File: src/rtl/onehot_sweep_decoder.sv
// Registered one-hot LED decoder with direct, sweep-up, sweep-down and ping-pong modes.
// Optional ONEHOT_SWEEP_HOLD_EN adds a hold input that freezes a running sweep.
//
// mode | meaning
// 00   | direct: pos follows sw
// 01   | sweep up, wrap N-1 -> 0
// 10   | sweep down, wrap 0 -> N-1
// 11   | ping-pong, endpoints shown once
module onehot_sweep_decoder #(
    parameter int SEL_W    = 3,
    parameter int TICK_DIV = 50_000_000
) (
    input  logic                    clk,
    input  logic                    rst,
    input  logic [SEL_W-1:0]        sw,
    input  logic [1:0]              mode,
`ifdef ONEHOT_SWEEP_HOLD_EN
    input  logic                    hold,
`endif
    output logic [(1<<SEL_W)-1:0]   led,
    output logic [SEL_W-1:0]        pos
);

    localparam int N  = 1 << SEL_W;
    localparam int CW = (TICK_DIV > 1) ? $clog2(TICK_DIV) : 1;
    localparam logic [CW-1:0]    CNT_TC  = CW'(TICK_DIV - 1);
    localparam logic [SEL_W-1:0] POS_MAX = SEL_W'(N - 1);
    localparam logic [N-1:0]     LED_MSB = {1'b1, {(N-1){1'b0}}};

    typedef enum logic [1:0] {
        MODE_DIRECT = 2'b00,
        MODE_UP     = 2'b01,
        MODE_DOWN   = 2'b10,
        MODE_PING   = 2'b11
    } mode_t;

    mode_t            mode_q;
    logic [CW-1:0]    cnt;
    logic             dir;

    logic [SEL_W-1:0] pos_n;
    logic [CW-1:0]    cnt_n;
    logic             dir_n;
    logic             dir_cur;
    logic             tick;
    logic             hold_eff;

`ifdef ONEHOT_SWEEP_HOLD_EN
    assign hold_eff = hold;
`else
    assign hold_eff = 1'b0;
`endif

    assign tick = (cnt == CNT_TC);

    always_comb begin
        pos_n   = pos;
        cnt_n   = cnt;
        dir_n   = dir;
        dir_cur = dir;
        if (mode == MODE_DIRECT) begin
            pos_n = sw;
            cnt_n = '0;
        end else if (mode_q == MODE_DIRECT) begin
            // sweep entry wins over any tick in the same cycle
            pos_n = sw;
            cnt_n = '0;
            dir_n = 1'b0;
        end else if (!hold_eff) begin
            if (mode == MODE_PING && mode_q != MODE_PING)
                dir_cur = 1'b0;
            dir_n = dir_cur;
            cnt_n = tick ? '0 : cnt + 1'b1;
            if (tick) begin
                case (mode)
                    MODE_UP:   pos_n = pos + 1'b1;
                    MODE_DOWN: pos_n = pos - 1'b1;
                    default: begin
                        if (!dir_cur && pos == POS_MAX) begin
                            dir_n = 1'b1;
                            pos_n = pos - 1'b1;
                        end else if (dir_cur && pos == '0) begin
                            dir_n = 1'b0;
                            pos_n = pos + 1'b1;
                        end else begin
                            pos_n = dir_cur ? pos - 1'b1 : pos + 1'b1;
                        end
                    end
                endcase
            end
        end
    end

    always_ff @(posedge clk) begin
        if (rst) begin
            pos    <= '0;
            led    <= '0;
            cnt    <= '0;
            dir    <= 1'b0;
            mode_q <= MODE_DIRECT;
        end else begin
            pos    <= pos_n;
            led    <= LED_MSB >> pos_n;
            cnt    <= cnt_n;
            dir    <= dir_n;
            mode_q <= mode_t'(mode);
        end
    end

endmodule

File: config.mk
export PLATFORM = sky130hd
export DESIGN_NAME = onehot_sweep_decoder
export DESIGN_NICKNAME = d
export VERILOG_FILES = /design/src/rtl/onehot_sweep_decoder.sv
export SDC_FILE = /design/constraint.sdc
export NUM_CORES = 1
export LEC_CHECK = 0
export CORE_ASPECT_RATIO = 1.5
export CORE_MARGIN = 4
export CORE_UTILIZATION = 45
export CTS_BUF_LIST = sky130_fd_sc_hd__clkbuf_16
export DETAILED_ROUTE_END_ITERATION = 6
export PLACE_DENSITY = 0.65
export SETUP_SLACK_MARGIN = 0.05
export SLEW_MARGIN = 40
export SYNTH_ARGS = -nofsm -noshare
export SYNTH_HDL_FRONTEND = slang
export SYNTH_SLANG_ARGS = --single-unit
File: constraint.sdc
create_clock -name clk -period 2.8 [get_ports clk]
set_input_delay 0.28 -clock clk [delete_from_list [all_inputs] [get_ports clk]]
set_output_delay 0.28 -clock clk [all_outputs]
set_load 0.01 [all_outputs]
Word-level counts from Yosys, hierarchy flattened:

Cells that the tools add are included.
Widths: inputs -> output; s select.

* output and inout bits: 11
* bits of input ports: 7
* bits in read-only memories: 0
* register bits after elaboration: 40
* logic and storage cells: 39
* bits in latches: 0
* memories kept: 0
* RAM bits: 0

* reduce and logical (&&, ||, !) cells: 9
* magnitude comparators: 0
* add/sub/neg operators: 3
* equal/unequal tests: 6
* $mul: 0
* mux-type cells: 15
* bitwise logic cells: 0
* shift-type cells: 1
* div/mod/pow operators: 0

Operators with widths (count)
* $add 26x1->26 const B: 1
* $eq 26x26->1 const B: 1
* $mux 3: 6
* $mux 1: 8
* $shr 8x3->8 const A: 1
* $pmux 3 s2: 1
* $eq 2x2->1 const B: 2
* $logic_not 2->1: 2
* $reduce_or 4->1: 1
* $add 3x1->3 const B: 1
* $eq 3x3->1 const B: 1
* $logic_and 1x1->1: 3
* $logic_not 3->1: 1
* $sub 3x1->3 const B: 1
* $eq 2x1->1 const B: 1
* $ne 2x2->1 const B: 1
* $reduce_or 2->1: 1
* $logic_not 1->1: 1

Longest topological paths before layout:

Gate-level depths: netlist of run 1.

* word-level depth: 13
* depth in mapped cells: 9
* gate-level depth less buffers: 8

Worst setup path after synthesis of run 1:

No wires, ideal clock.

* path kind: reg2reg
* from: reg cnt[0]
* to: reg led[7]
* data arrival time: 1.966 ns
* setup time: 0.080 ns
* required time: 2.720 ns
* setup slack: 0.754 ns
* buffers on the path: 1
* cell stages (with the launch flop): 9
* cells stage by stage: dfxtp_1 -> ha_1 -> and3_1 -> buf_2 -> nand2_1 -> nor4_4 -> mux2i_1 -> a21oi_1 -> nor3b_1

* word-level cells in the longest chain between the ends: 5

RTL lines
* start: declaration: RTL line 38 `logic [CW-1:0] cnt;`
* start signal: assignment: RTL line 104 `cnt <= cnt_n;`
* $eq 26x26->1: RTL line 54 `assign tick = (cnt == CNT_TC);`
* $mux 3: RTL line 74 `if (tick) begin`
* $mux 3: RTL line 64 `end else if (mode_q == MODE_DIRECT) begin`
* $mux 3: RTL line 61 `if (mode == MODE_DIRECT) begin`
* $shr 8x3->8: RTL line 103 `led <= LED_MSB >> pos_n;`
* end signal: assignment: RTL line 103
* end: declaration: RTL line 20 `output logic [(1<<SEL_W)-1:0] led,`

Every way passes these cells.
A chain may end at the register's enable or synchronous reset.

Worst setup path in the final report of run 1:

* from: in mode[0]
* to: reg led[5]

* word-level cells in the longest chain between the ends: 13
* elaborated cells on any way between the ends: 19

RTL lines
* start: declaration: RTL line 16 `input logic [1:0] mode,`
* $eq 2x2->1: RTL line 70 `if (mode == MODE_PING && mode_q != MODE_PING)`
* $logic_and 1x1->1: RTL line 70
* $mux 1: RTL line 70
* $mux 1: RTL line 64
* $mux 1: RTL line 61
* $mux 3 (tied with other cells): RTL line 86 `pos_n = dir_cur ? pos - 1'b1 : pos + 1'b1;`
* $mux 3 or $logic_and 1x1->1 (tied branches): RTL line 82, 79
* $mux 3: RTL line 79 `if (!dir_cur && pos == POS_MAX) begin`
* $pmux 3 s2: RTL line 75 `case (mode)`
* $mux 3: RTL line 74
* $mux 3: RTL line 64
* $mux 3 *: RTL line 61
* $shr 8x3->8 *: RTL line 103

Mark *: on every way between the ends. The rest lies on a longest branch, timed or not. The select of a mux whose other input is x is not followed.

==> results.py, run 1 <==
metrics = {
    "setup_path": {
        "r2r_end": "led[5]$_SDFF_PP0_",
        "r2r_start": "cnt[0]$_SDFF_PP0_",
        "r2r_cells": 7,
        "worstPathCellList": "clkdlybuf4s50_1, ha_1, a21bo_2, and4_1, or4_1, nand4_1, o311a_1, nor3b_1",
        "worst_setup_path_start_kind": "input port",
        "slowest_stage": "or4_1",
        "worstPathMaxFanout": 9,
        "timing.reg2reg.setup_slack_ns": 0.53,
        "worstPathRequired_ns": 3.00,
        "endpoint_kind": "flop",
        "crit_type": "input port to flop",
        "critPathMaxStageDelay_ns": 0.51,
        "critical_path_arrival_ns": 2.61,
    },
    "final_layout": {
        "drive_above_1_share": 0.0779,
        "fin_area_um2": 2260,
        "antenna_cells": 0,
        "layout.cells.non_filler": 276,
        "synthToLayoutAreaGrowth_pct": 20.7,
        "nets": 246,
    },
    "yosys": {
        "synthCells": 210,
        "synth.distinct_cells": 35,
        "synth_seq_cells": 40,
        "ys_warn_count": 0,
        "avgSynthCellArea_um2": 8.91,
        "syn_area_um2": 1870,
        "syn-num-nets": 226,
        "ys_seq_area_frac": 0.428,
    },
    "route": {
        "vias_per_cell": 5.30,
        "drtIter0Drc": 32,
        "postRouteAntennaNets": 0,
        "dr.pass1.iters": 4,
        "post_drt_wl_per_cell_um": 12.9,
        "drc": 0,
        "route.vias.total": 1464,
        "drt-total-wl_um": 3560,
    },
    "sta": {
        "maxSlewViolCount": 0,
        "period_share": 0.860,
        "max_freq_mhz": 415,
        "fin_setup_tns_ns": 0,
        "tightestPinTransition_ns": 0.517,
        "finalSetupViolCount": 0,
        "fin_crit_ns": 2.41,
        "slew_headroom": 0.651,
        "fin_ws_ns": 0.392,
        "skew_ns": 0.00545,
        "finalHoldViolations": 0,
        "rsz0062_at_grt": "no",
    },
    "die": {
        "start_util": 0.469,
        "io_pins": 18,
        "fp.dieH_um": 87.0,
        "rows": 28,
        "core_area_um2": 3990,
        "die_width_um": 60.7,
        "die_area_um2": 5280,
    },
    "place": {
        "dpl.hpwl_um": 2520,
        "gp_congestion": 0.891,
        "dp_slack_ns": 0.0947,
        "dpl-instance-area_um2": 2090,
        "placed_cells": 268,
        "port_buffers": 17,
    },
    "power": {
        "peakVddDrop_uv": 646,
        "p_switching_mw": 0.299,
        "clkPwrFrac": 0.483,
        "combPwrFrac": 0.082,
        "p_int_mw": 1.05,
        "power.density_nw_per_um2": 599,
        "p_sw_frac": 0.221,
        "leakage_nw": 0.840,
        "p_seq_frac": 0.435,
    },
    "clocking": {
        "cts.path.max_buffers": 2,
        "cts_sinks": 40,
        "post-cts-setup-buffer-count": 0,
        "cts_htree_levels": 2,
        "root_buffer": "clkbuf_16",
        "cts.clk_slew.worst_paths_ns": 0.06,
        "cts-resized-gates": 0,
        "clk-insertion-delay-late_ns": 0.28,
        "hold_buffers": 0,
        "cts_buffers": 5,
        "cts_tree": "built",
    },
    "min_path": {
        "hp-class": "flop to flop",
        "holdPathEnd": "cnt[0]$_SDFF_PP0_",
        "hp-start": "cnt[0]$_SDFF_PP0_",
        "min_path_cells": 1,
    },
    "grt": {
        "grt_pass1_wl_um": 6190,
        "grt_start_max_net_pins": 26,
        "first_global_vias": 1391,
        "antenna_found_initial": 0,
        "overflow": 0,
        "grtUsageTotal": 0.157,
    },
    "run_status": {
        "status": "finished, final reports clean",
    },
    "run": {
        "cap_violations": 0,
    },
}
==> sequential cells by signal (all words and copies together), names as in the netlist <==
signal,flops
dir,1
led,8
pos,3
cnt,26
mode_q,2
==> cell families (layout without fill, tap and decap cells) <==
group           Yosys count  count (layout)  share of synthesized area
buf+inv                  15              36                     0.0321
fa+ha+maj                 9               9                     0.0602
compound gates           14              14                     0.0608
mux                       2               2                     0.0107
xor+xnor                 25              25                      0.117
flops                    40              40                      0.428
simple gates            105             105                      0.291
==> layout make-up <==
| cell class | count | area, µm² |
|---|---|---|
| Fill cell | 379 | 1740 |
| Multi-Input combinational cell | 155 | 1010 |
| Sequential cell | 40 | 801 |
| Timing Repair Buffer | 19 | 185 |
| Clock buffer | 5 | 125 |
| Tap cell | 45 | 56.3 |
| Clock inverter | 3 | 46.3 |
| Inverter | 9 | 33.8 |
==> cell usage after synthesis (all sizes together) <==
cell type | number | share of area
a211oi | 1 | 0.011
a21bo | 1 | 0.0053
a21oi | 4 | 0.011
a32o | 1 | 0.0053
a32oi | 1 | 0.0047
and2 | 2 | 0.0067
and3 | 7 | 0.023
and4 | 3 | 0.014
and4bb | 1 | 0.0067
buf | 3 | 0.0080
clkbuf | 3 | 0.0060
dfxtp | 40 | 0.43
ha | 9 | 0.060
inv | 9 | 0.018
mux2i | 2 | 0.011
nand2 | 12 | 0.024
nand2b | 2 | 0.0067
nand3 | 10 | 0.027
nand4 | 7 | 0.023
nor2 | 45 | 0.090
nor3 | 6 | 0.016
nor3b | 4 | 0.021
nor4 | 3 | 0.021
o21a | 1 | 0.0040
o21ai | 2 | 0.0053
o311a | 1 | 0.0053
o311ai | 1 | 0.0047
o31a | 1 | 0.0047
or2 | 2 | 0.0067
or4 | 1 | 0.0040
xnor2 | 12 | 0.056
xor2 | 13 | 0.061
==> worst max-delay path by stage <==
stage / end / slack [ns] / startpoint
2_1_floorplan: led[7]$_SDFF_PP0_ / 0.75 / cnt[0]$_SDFF_PP0_
3_3_place_gp: led[7]$_SDFF_PP0_ / 0.15 / mode[0]
3_5_place_dp: led[5]$_SDFF_PP0_ / 0.09 / mode[0]
4_1_cts: led[5]$_SDFF_PP0_ / 0.38 / mode[0]
5_1_grt: led[5]$_SDFF_PP0_ / 0.21 / mode[0]
6_report: led[5]$_SDFF_PP0_ / 0.39 / mode[0]
==> metal layers <==
metal / vias up / track usage / wire length (µm)
li1: 750 / - / -
met4: 0 / 0.0907 / 99
met3: 7 / 0.0415 / 140
met2: 34 / 0.260 / 1860
met1: 673 / 0.176 / 1460
met5: - / 0 / 0
==> cells in the final DEF (no fill, tap or decap), types with 3 or more instances in the layout <==
cell type / instances
nor2_1: 45
dfxtp_1: 40
clkdlybuf4s50_1: 17
xor2_1: 13
nand2_1: 12
xnor2_1: 12
nand3_1: 10
inv_1: 9
ha_1: 9
nand4_1: 7
and3_1: 7
nor3_1: 6
clkbuf_16: 5
a21oi_1: 4
and4_1: 3
==> critical path, delay by kind of cell <==
family	cells	cell delay (ns)
fa+ha+maj	1	0.16
buf+inv	1	0.50
compound gates	2	0.59
simple gates	4	1.07
==> per-stage QoR <==
step / hold WS [ns] / power (mW) / util
6_report: 0.464 / 1.35 / 0.565
2_1_floorplan: 0.426 / 0.668 / -
3_5_place_dp: 0.455 / 0.711 / 0.523
4_1_cts: 0.469 / 1.37 / 0.565
5_1_grt: 0.486 / 1.41 / 0.565
3_3_place_gp: 0.442 / 0.712 / 0.523
==> power groups by stage <==
| stage | Clock [mW] | Sequential [mW] | Combinational (mW) |
|---|---|---|---|
| after global placement | 0 | 0.602 | 0.111 |
| after CTS | 0.667 | 0.588 | 0.111 |
| after global routing | 0.699 | 0.590 | 0.123 |
| after floorplan | 0 | 0.604 | 0.0646 |
| final | 0.654 | 0.588 | 0.111 |
| after detailed placement | 0 | 0.601 | 0.110 |
No activity file was read; power rests on OpenSTA's default activity.
==> run 2: changes to the inputs <==
--- a/config.mk
+++ b/config.mk
@@ -11,6 +11,7 @@
 export CTS_BUF_LIST = sky130_fd_sc_hd__clkbuf_16
 export DETAILED_ROUTE_END_ITERATION = 6
 export PLACE_DENSITY = 0.65
+export RECOVER_POWER = 25
 export SETUP_SLACK_MARGIN = 0.05
 export SLEW_MARGIN = 40
 export SYNTH_ARGS = -nofsm -noshare
==> results.py, run 2 (synthesis results as in run 1) <==
metrics = {
    "die": {
        "die_width_um": 60.7,
        "io_pins": 18,
        "die_area_um2": 5280,
        "rows": 28,
        "start_util": 0.469,
        "core_area_um2": 3990,
        "fp.dieH_um": 87.0,
    },
    "sta": {
        "maxSlewViolCount": 0,
        "fin_setup_tns_ns": 0,
        "slew_headroom": 0.668,
        "period_share": 0.859,
        "fin_crit_ns": 2.41,
        "hold_ws_ns": 0.464,
        "max_freq_mhz": 416,
        "rsz0062_at_grt": "no",
        "finalSetupViolCount": 0,
        "skew_ns": 0.00606,
        "tightestPinTransition_ns": 0.492,
        "finalHoldViolations": 0,
        "fin_ws_ns": 0.394,
    },
    "clocking": {
        "hold_buffers": 0,
        "cts_htree_levels": 2,
        "cts.clk_slew.worst_paths_ns": 0.06,
        "cts.path.max_buffers": 2,
        "root_buffer": "clkbuf_16",
        "post-cts-setup-buffer-count": 0,
        "cts_tree": "built",
        "cts_buffers": 5,
        "clk-insertion-delay-late_ns": 0.28,
        "cts_sinks": 40,
        "cts-resized-gates": 0,
    },
    "setup_path": {
        "crit_family": "simple AND/OR/NAND/NOR gates",
        "worst_setup_path_start_kind": "input port",
        "slowest_stage": "or4_1",
        "timing.reg2reg.setup_slack_ns": 0.53,
        "critPathMaxStageDelay_ns": 0.51,
        "endpoint_kind": "flop",
        "crit_type": "input port to flop",
        "worstPathRequired_ns": 3.00,
        "critical_path_arrival_ns": 2.61,
        "worstPathCellList": "clkdlybuf4s50_1, ha_1, a21bo_2, and4_1, or4_1, nand4_1, o311a_1, nor3b_1",
        "worstPathMaxFanout": 9,
        "path_buf_inv": 1,
    },
    "route": {
        "drtIter0Drc": 32,
        "drt-total-wl_um": 3560,
        "post_drt_wl_per_cell_um": 12.9,
        "vias_per_cell": 5.29,
        "route.vias.total": 1460,
        "postRouteAntennaNets": 0,
        "dr.pass1.iters": 4,
        "drc": 0,
    },
    "grt": {
        "grtUsageTotal": 0.157,
        "overflow": 0,
        "grt_pass1_wl_um": 6190,
        "grt_start_max_net_pins": 26,
        "antenna_found_initial": 0,
        "first_global_vias": 1391,
    },
    "place": {
        "port_buffers": 17,
        "dp_slack_ns": 0.0947,
        "dpl.hpwl_um": 2520,
        "gp_congestion": 0.891,
        "placed_cells": 268,
        "dpl-instance-area_um2": 2090,
    },
    "final_layout": {
        "synthToLayoutAreaGrowth_pct": 20.7,
        "final_core_util": 0.565,
        "reg.largest.list": "cnt: 26 flops, led: 8 flops, pos: 3 flops",
        "final_cell_mix": "nor2_1, dfxtp_1, xor2_1",
        "fin_area_um2": 2260,
        "layout.cells.non_filler": 276,
        "antenna_cells": 0,
        "nets": 246,
        "regMostFlops": "cnt",
        "num-fill-cells": 379,
        "largest_register_ffs": 26,
        "mostFrequentLayoutCell": "nor2_1",
        "drive_above_1_share": 0.0736,
    },
    "power": {
        "clkPwrFrac": 0.485,
        "combPwrFrac": 0.080,
        "finalPower_mw": 1.35,
        "peakVddDrop_uv": 646,
        "power.density_nw_per_um2": 598,
        "leakage_nw": 0.867,
        "p_int_mw": 1.05,
        "p_switching_mw": 0.299,
        "p_sw_frac": 0.221,
        "p_seq_frac": 0.435,
    },
    "run_status": {
        "status": "finished, final reports clean",
    },
    "run": {
        "cap_violations": 0,
    },
    "min_path": {
        "hp-class": "flop to flop",
    },
}
[run 2: final cells by class]
type,instances,area [µm²],share of cell area
clock inverters,3,46.3,0.0205
repair buffers,19,185,0.0820
flip-flops and latches,40,801,0.355
multi-input cells,155,1010,0.448
inverters,9,33.8,0.0150
clock buffers,5,125,0.0554
well taps,45,56.3,0.0249
[run 2: worst register-to-register path, delay by kind of cell (launching register included)]
family / cells / cell delay (ns)
simple gates: 4 / 1.05
fa+ha+maj: 1 / 0.19
flops: 1 / 0.37
compound gates: 1 / 0.21
mux: 1 / 0.38
[run 2: final timing paths]
path / startpoint / endpoint / cells past startpoint
setup / recovery: mode[0] / led[5]$_SDFF_PP0_ / 8
hold / removal: cnt[0]$_SDFF_PP0_ / cnt[0]$_SDFF_PP0_ / 1
setup reg to reg: cnt[0]$_SDFF_PP0_ / led[5]$_SDFF_PP0_ / 7
hold reg to reg: cnt[0]$_SDFF_PP0_ / cnt[0]$_SDFF_PP0_ / 1
[run 2: power groups by stage]
stage | Clock [mW] | Sequential, mW | Combinational, mW
floorplan | 0 | 0.604 | 0.0646
global placement | 0 | 0.602 | 0.111
detailed placement | 0 | 0.601 | 0.110
CTS | 0.667 | 0.588 | 0.111
global route | 0.699 | 0.589 | 0.120
finish | 0.654 | 0.588 | 0.108
[run 2: per-layer routing]
metal / up-vias / global-route usage / wire length [µm] / share of wire
li1: 750 / - / - / -
met5: - / 0 / 0 / 0
met2: 35 / 0.260 / 1860 / 0.52
met1: 668 / 0.176 / 1460 / 0.41
met3: 7 / 0.0415 / 143 / 0.040
met4: 0 / 0.0907 / 99 / 0.028
